[src/rtl/comm_master_seq.sv]
// comm_master_seq
// Host-side command sequencer for the logic-analyzer command link.
// Sends a CMD_BYTES-wide command MSB byte first through a byte UART
// transmitter, then gathers a RESP_BYTES-wide response from a byte UART
// receiver. A per-byte timeout aborts a response that stops arriving.

module comm_master_seq #(
    parameter int CMD_BYTES   = 2,
    parameter int RESP_BYTES  = 1,
    parameter int TIMEOUT_CYC = 1_000_000
) (
    input  logic                    clk,
    input  logic                    rst,
    input  logic [8*CMD_BYTES-1:0]  cmd,
    input  logic                    snd_cmd,
    output logic                    busy,
    output logic                    cmd_cmplt,
    output logic                    trmt,
    output logic [7:0]              tx_data,
    input  logic                    tx_done,
    input  logic                    rx_rdy,
    input  logic [7:0]              rx_data,
    output logic                    clr_rx_rdy,
    output logic [8*RESP_BYTES-1:0] resp,
    output logic                    resp_rdy,
    input  logic                    clr_resp_rdy,
    output logic                    timeout
);

    localparam logic [1:0] IDLE    = 2'd0;
    localparam logic [1:0] TX_LOAD = 2'd1;
    localparam logic [1:0] TX_WAIT = 2'd2;
    localparam logic [1:0] RX_WAIT = 2'd3;

    // One byte counter serves both the command and the response phase.
    localparam int MAX_BYTES = (CMD_BYTES > RESP_BYTES) ? CMD_BYTES : RESP_BYTES;
    localparam int CNT_W     = $clog2(MAX_BYTES + 1);
    localparam logic [CNT_W-1:0] CMD_LAST  = CNT_W'(CMD_BYTES - 1);
    localparam logic [CNT_W-1:0] RESP_LAST = CNT_W'(RESP_BYTES - 1);

    // Timeout counter; TIMEOUT_CYC == 0 turns the timeout off entirely.
    localparam bit TMO_EN = (TIMEOUT_CYC != 0);
    localparam int TMO_W  = TMO_EN ? $clog2(TIMEOUT_CYC + 1) : 1;
    localparam logic [TMO_W-1:0] TMO_LAST = TMO_W'(TMO_EN ? TIMEOUT_CYC - 1 : 0);
    localparam logic [TMO_W-1:0] TMO_MAX  = {TMO_W{1'b1}};

    logic [1:0]              state;
    logic [1:0]              state_nxt;
    logic [8*CMD_BYTES-1:0]  shreg;
    logic [CNT_W-1:0]        byte_cnt;
    logic [TMO_W-1:0]        tmo_cnt;
    logic [8*RESP_BYTES-1:0] resp_nxt;

    logic accept;
    logic tx_step;
    logic tx_last;
    logic rx_take;
    logic rx_last;
    logic tmo_hit;

    // Events that drive the FSM and datapath.
    assign accept  = (state == IDLE) && snd_cmd;
    assign tx_step = (state == TX_WAIT) && tx_done;
    assign tx_last = tx_step && (byte_cnt == CMD_LAST);
    assign rx_take = (state == RX_WAIT) && rx_rdy;
    assign rx_last = rx_take && (byte_cnt == RESP_LAST);
    // A byte arriving on the expiry cycle wins over the timeout.
    assign tmo_hit = TMO_EN && (state == RX_WAIT) && !rx_rdy && (tmo_cnt == TMO_LAST);

    assign busy       = (state != IDLE);
    assign tx_data    = shreg[8*CMD_BYTES-1 -: 8];
    // Bytes are acknowledged when they are wanted (RX_WAIT) and flushed when
    // nothing is outstanding (IDLE); during transmit they are left pending.
    assign clr_rx_rdy = rx_rdy && ((state == IDLE) || (state == RX_WAIT));

    // Response shift: newest byte enters at the bottom, first byte ends on top.
    generate
        if (RESP_BYTES == 1) begin : g_resp1
            assign resp_nxt = rx_data;
        end else begin : g_respn
            assign resp_nxt = {resp[8*RESP_BYTES-9:0], rx_data};
        end
    endgenerate

    // Next-state decode.
    always_comb begin
        state_nxt = state;
        case (state)
            IDLE:    if (snd_cmd) state_nxt = TX_LOAD;
            TX_LOAD: state_nxt = TX_WAIT;
            TX_WAIT: if (tx_done) state_nxt = tx_last ? RX_WAIT : TX_LOAD;
            RX_WAIT: if (rx_last || tmo_hit) state_nxt = IDLE;
            default: state_nxt = IDLE;
        endcase
    end

    // State register.
    always_ff @(posedge clk) begin
        if (rst) state <= IDLE;
        else     state <= state_nxt;
    end

    // Command shift register: loaded on accept, advanced one byte per tx_done.
    always_ff @(posedge clk) begin
        if (rst)          shreg <= '0;
        else if (accept)  shreg <= cmd;
        else if (tx_step) shreg <= shreg << 8;
    end

    // trmt pulse. The first byte is launched straight from the accept so
    // trmt lines up with busy; later bytes are launched from TX_LOAD, which
    // puts them two cycles after the previous tx_done.
    always_ff @(posedge clk) begin
        if (rst) trmt <= 1'b0;
        else     trmt <= accept || ((state == TX_LOAD) && (byte_cnt != '0));
    end

    // Command-complete pulse, one cycle after the last tx_done.
    always_ff @(posedge clk) begin
        if (rst) cmd_cmplt <= 1'b0;
        else     cmd_cmplt <= tx_last;
    end

    // Byte counter: bytes sent in the TX phase, bytes taken in the RX phase.
    always_ff @(posedge clk) begin
        if (rst)          byte_cnt <= '0;
        else if (accept)  byte_cnt <= '0;
        else if (tx_step) byte_cnt <= tx_last ? '0 : byte_cnt + CNT_W'(1);
        else if (rx_take) byte_cnt <= byte_cnt + CNT_W'(1);
    end

    // Inter-byte timeout counter; restarts per response byte, saturates.
    always_ff @(posedge clk) begin
        if (rst)
            tmo_cnt <= '0;
        else if (tx_last || rx_take)
            tmo_cnt <= '0;
        else if ((state == RX_WAIT) && (tmo_cnt != TMO_MAX))
            tmo_cnt <= tmo_cnt + TMO_W'(1);
    end

    // Response assembly; a timeout leaves the partial contents in place.
    always_ff @(posedge clk) begin
        if (rst)          resp <= '0;
        else if (rx_take) resp <= resp_nxt;
    end

    // Sticky response-ready; setting beats a same-cycle clear.
    always_ff @(posedge clk) begin
        if (rst)                          resp_rdy <= 1'b0;
        else if (rx_last)                 resp_rdy <= 1'b1;
        else if (accept || clr_resp_rdy)  resp_rdy <= 1'b0;
    end

    // Sticky timeout flag, cleared when the next command is accepted.
    always_ff @(posedge clk) begin
        if (rst)          timeout <= 1'b0;
        else if (tmo_hit) timeout <= 1'b1;
        else if (accept)  timeout <= 1'b0;
    end

endmodule
[config.mk]
export PLATFORM = sky130hd
export DESIGN_NAME = comm_master_seq
export DESIGN_NICKNAME = d
export VERILOG_FILES = /design/src/rtl/comm_master_seq.sv
export SDC_FILE = /design/constraint.sdc
export NUM_CORES = 1
export LEC_CHECK = 0
export BUFFER_PORTS_ARGS = -buffer_cell sky130_fd_sc_hd__buf_2
export CORE_MARGIN = 2
export CORE_UTILIZATION = 49
export CTS_CLUSTER_SIZE = 20
export DETAILED_ROUTE_END_ITERATION = 10
export GPL_TIMING_DRIVEN = 0
export PLACE_DENSITY = 0.85
export SYNTH_ARGS = -nofsm -noshare
export SYNTH_HDL_FRONTEND = slang
export SYNTH_SLANG_ARGS = --single-unit
[constraint.sdc]
create_clock -name clk -period 1.96 [get_ports clk]
set_clock_uncertainty 0.2 [all_clocks]
set_input_delay 0.392 -clock clk [delete_from_list [all_inputs] [get_ports clk]]
set_output_delay 0.392 -clock clk [all_outputs]
set_load 0.03 [all_outputs]
== Yosys cells after proc, flatten, opt, wreduce, memory -nomap -nowiden ==
Index checks and enable logic that the tools add are counted.
Cells by class
  add/subtract/negate cells: 2
  muxes and demuxes: 14
  reductions and logical operators: 27
  equality and inequality tests: 9
Operators by type and width (count)
  2-to-1 mux 16 bit: 2
  adder 20 x 1 -> 20 bit, second input constant: 1
  equality test 20 bit, second input constant: 1
  != test 20 bit, second input constant: 1
  2-to-1 mux 2 bit: 7
  nonzero test 2 bit: 6
  logical AND 1 bit: 10
  case mux 2 bit (4 select lines): 1
  logical OR 1 bit: 5
  equality test 2 x 1 -> 1 bit, second input constant: 2
  equality test 2 bit, second input constant: 2
  logical NOT 2 bit: 2
  2-to-1 mux 1 bit: 4
  != test 2 bit, second input constant: 2
  OR reduction 2 bit: 2
  AND reduction 3 bit: 1
  adder 2 x 1 -> 2 bit, second input constant: 1
  != test 2 x 1 -> 1 bit, second input constant: 1
  logical NOT 1 bit: 1
Word-level totals
  logic and storage cells: 61
  input port bits: 30
  bits in registers: 52
  output and inout port bits: 22

== Logic depth before layout (Yosys ltp) ==
  word-level depth: 6
  depth in mapped cells: 9
  depth with buffers taken out: 7

== Worst setup path before layout ==
OpenSTA, ideal clock, no wires.
  path type: reg-to-reg
  from: register state[0]
  to: register tmo_cnt[18]
  arrival time: 1.600 ns
  path buffers: 3
  clock period less this slack: 1.914 ns
  library setup time: 0.115 ns
  slack: 0.046 ns
  cell stages (with the launch flop): 10
  path through: dfxtp_1 ha_1 buf_2 and2_1 buf_2 nor2_1 o21ai_0 clkbuf_1 a31oi_1 o21a_1
On the way
  word-level cells in the longest chain between the ends: 5
RTL lines
  from (decl): RTL line 47  | logic [1:0] state;
  from (signal assigned): RTL line 100  | else state <= state_nxt;
  equality test 2 bit: RTL line 63  | assign tx_step = (state == TX_WAIT) && tx_done;
  logical AND 1 bit: RTL line 63
  logical AND 1 bit: RTL line 64  | assign tx_last = tx_step && (byte_cnt == CMD_LAST);
  logical OR 1 bit: RTL line 136  | else if (tx_last || rx_take)
  OR reduction 2 bit (no line)
  to (signal assigned): RTL line 139  | tmo_cnt <= tmo_cnt + TMO_W'(1);
  to (decl): RTL line 51  | logic [TMO_W-1:0] tmo_cnt;
Several ways; a longest one is shown, not always the timed one.
A chain may end at the register's enable or synchronous reset.

== Worst setup path after layout ==
  from: register tmo_cnt[8]
  to: register tmo_cnt[1]
On the way
  word-level cells in the longest chain between the ends: 2
RTL lines
  != test 20 bit: RTL line 138  | else if ((state == RX_WAIT) && (tmo_cnt != TMO_MAX))
  logical AND 1 bit: RTL line 138
Every way passes these cells.

==> reports/qor.yml <==
grt_max_degree: 18
ys_types: 37
regToRegSetupSlack_ns: 0.06
crit_path_end_kind: "register"
hold_viol_final: 0
drv_cap: 0
remaining_drc_errors: 0
pwr-share-seq_pct: 51.9
r2r-start: "tmo_cnt[8]"
die_w_um: 75.4
synth_seq_cells: 52
finalCriticalPeriod_ns: 1.90
via_count: 2354
instances_no_fill: 428
rows: 25
status: "complete, no violations"
placedCellCount: 413
die_area_um2: 5680
layout.nets: 396
holdPathEnd: "resp[6]"
gr-max-usage-layer: "met2"
slew_viol_final: 0
clock_path_buffers: 2
setup_violations: 0
totalWireLength_um: 6180
antenna_found_initial: 0
synth_edf_count: 0
grt_use_met3_pct: 5.16
final_layout_size_suffix_gt1_share_pct: 28.8
grt_pass1_wl_um: 9690
start_util_pct: 51.8
irDropWorstVdd_mv: 0.438
worstMarginPinSlew_ns: 0.620
total_power_w: 0.00219
p_comb_share_pct: 19.5
die-height_um: 75.4
gr-usage-met1_pct: 27.1
holdWs_ns: 0.0994
synth_area_um2: 2500
max_freq_mhz: 527
critPathLaunchType: "register"
dr.pass1.iters: 5
place_congestion: 0.909
min_from: "rx_data[6]"
syn2layout_area_growth_pct: 21.2
htreeDepth: 2
ant_nets: 0
cp_cell_sequence: "and4_4 -> nand4_1 -> o21ai_1 -> mux2i_1 -> nor2_1"
ios: 52
p_int_w: 0.00153
hold_path_class: "primary input to register"
grt_pass1_vias: 2176
dpl_cell_area_um2: 2830
cts.hold.buffers_added: 0
syn_avg_cell_area_um2: 8.43
cts.sinks: 52
synth_area_leaders: "dfxtp_1 42%, nand2_1 6.6%, nor2_1 6.3%, xnor2_1 3.9%, a311oi_1 3.2%"
cp_slowest_stage_delay_ns: 0.49
min_path_cells: 3
worstPathRequired_ns: 1.97
final_cell_area_um2: 3020
netlist_instances: 296
hpwl_um: 4170
leakagePower_nw: 1.23
yosysWarnings: 0
clkLatencyLatePin_ns: 0.32
synth_flop_cell: "dfxtp_1"
crit_fanout: 5
fillers: 429
drt-vias-per-instance: 5.50
arrival_ns: 1.91
design.core.area_um2: 4820
cts-root-buf: "clkbuf_8"
path_clk_slew_ns: 0.10
wire_per_inst_um: 14.4
port-buffer-count: 50
diodes: 0
synth.yosys.seq_area_share_pct: 41.7
async_reset_ff_share_pct: 0
r2r-end: "tmo_cnt[1]"
startpoint: "tmo_cnt[8]"
numCtsBuffers: 5
synthesis.nets: 332
track_usage_pct: 22.2
switching_share_pct: 30.2
r2r.worst_path.cells: 5
synth_top_cell_area_share_pct: 41.7
period_share_pct: 96.8
clkPwrFrac_pct: 28.6
drt_iter0_drc: 171
yosysTopAreaCell: "dfxtp_1"
switchingPower_w: 0.000662
grt_overflow_total: 0
use_met2_pct: 37.0
tritoncts: "built"
powerDensity_nw_per_um2: 726
slowest_stage: "dfxtp_1"
slew_headroom_pct: 58.7
crit_type: "register to register"
[cells by family (layout without fill, tap and decap cells)]
| logic type | count (synthesis) | count (layout) | share of synthesized area (%) |
|---|---|---|---|
| AOI/OAI and AO/OA | 54 | 54 | 15.4 |
| xor gates and xnor gates | 16 | 16 | 5.61 |
| adders and majority gates | 6 | 6 | 3.01 |
| buffers and inverters | 30 | 95 | 5.86 |
| DFF | 52 | 52 | 41.7 |
| muxes | 1 | 1 | 0.401 |
| and+or+nand+nor | 137 | 137 | 28.0 |
[cell usage after synthesis, types with 3 or more instances]
| master | instances |
|---|---|
| dfxtp_1 | 52 |
| nand2_1 | 44 |
| nor2_1 | 42 |
| a21oi_1 | 14 |
| nand3_1 | 11 |
| nand4_1 | 11 |
| xnor2_1 | 11 |
| a22oi_1 | 10 |
| clkbuf_1 | 10 |
| nor3_1 | 10 |
| a311oi_1 | 9 |
| buf_4 | 8 |
| inv_1 | 8 |
| a211oi_1 | 6 |
| ha_1 | 6 |
| o21ai_0 | 5 |
| xor2_1 | 5 |
| a31oi_1 | 3 |
| and2_1 | 3 |
| buf_2 | 3 |
[routing by layer]
layer | vias up | wire length [µm] | share of wire [%]
li1 | 1163 | - | -
met1 | 1074 | 2610 | 42
met2 | 101 | 2990 | 48
met3 | 16 | 427 | 6.9
met4 | 0 | 153 | 2.5
met5 | - | 0 | 0
[power groups by stage]
stage                     clock [W]  combinational [W]  sequential, W
after floorplan                   0           0.000270        0.00117
after global placement            0           0.000382        0.00116
after detailed placement          0           0.000389        0.00116
after CTS                  0.000645           0.000411        0.00114
after global routing       0.000682           0.000470        0.00115
final                      0.000628           0.000427        0.00114
[cell type report]
cell class	instances	area [µm²]	share of cell area [%]
well taps	67	83.8	2.77
clock inverters	3	22.5	0.745
inverters	8	30.0	0.993
repair buffers	58	310	10.3
multi-input cells	214	1330	44.1
plain buffers	21	123	4.05
flip-flops and latches	52	1050	34.8
clock buffers	5	68.8	2.28
[sequential cells by signal (all words and copies together), names as in the netlist]
name and cells:
byte_cnt 2, cmd_cmplt 1, resp 8, resp_rdy 1
shreg 16, state 2, timeout 1, tmo_cnt 20
trmt 1
[critical path: cells and delay by family, from the launching register on]
kind               cells  cell delay [ns]
and+or+nand+nor        3             0.55
AOI/OAI and AO/OA      1             0.32
DFF                    1             0.49
muxes                  1             0.24
[how the worst max path moves through the flow]
stage / endpoint / slack (ns) / cells past startpoint
3_5_place_dp: tmo_cnt[18] / -0.30 / 9
2_1_floorplan: tmo_cnt[18] / 0.05 / 9
3_3_place_gp: tmo_cnt[18] / -0.25 / 9
6_report: tmo_cnt[1] / 0.06 / 5
5_1_grt: shreg[0] / -0.02 / 6
4_1_cts: tmo_cnt[19] / 0.005 / 5
[cell usage in the layout, fill, tap and decap left out, types with 2 or more instances in the layout]
master,count
and4_1,2
nand4_1,11
clkbuf_2,4
clkbuf_1,6
nand4_4,2
a22oi_1,10
nand3_1,10
ha_1,5
dfxtp_2,6
a211oi_1,5
a311oi_1,9
nor3_1,10
nand2b_1,2
xor2_1,5
inv_1,7
a21oi_1,14
o21ai_0,4
and4_4,2
dfxtp_1,45
o21ai_1,2
nor4b_1,2
and2_1,2
a2111oi_2,2
xnor2_1,11
nor2_1,42
nand2_1,44
buf_2,51
nor2b_1,2
clkbuf_8,5
a31oi_1,3
nor4_4,2
buf_4,17
[metrics by stage]
step	util, %	setup WS (ns)	setup TNS (ns)
2_1_floorplan	-	0.0455	0
3_3_place_gp	58.8	-0.249	-3.49
3_5_place_dp	58.8	-0.304	-4.96
4_1_cts	61.3	0.00521	0
5_1_grt	62.8	-0.0227	-0.0589
6_report	62.8	0.0623	0
[timing repair]
| action | CTS | global route |
|---|---|---|
| pin swaps | 0 | 4 |
| endpoints found under the setup margin | 34 | 32 |
| cloned | 1 | 0 |
| gates resized for setup | 10 | 16 |
| setup buffers | 2 | 5 |
(Power assumes the default switching activity.)
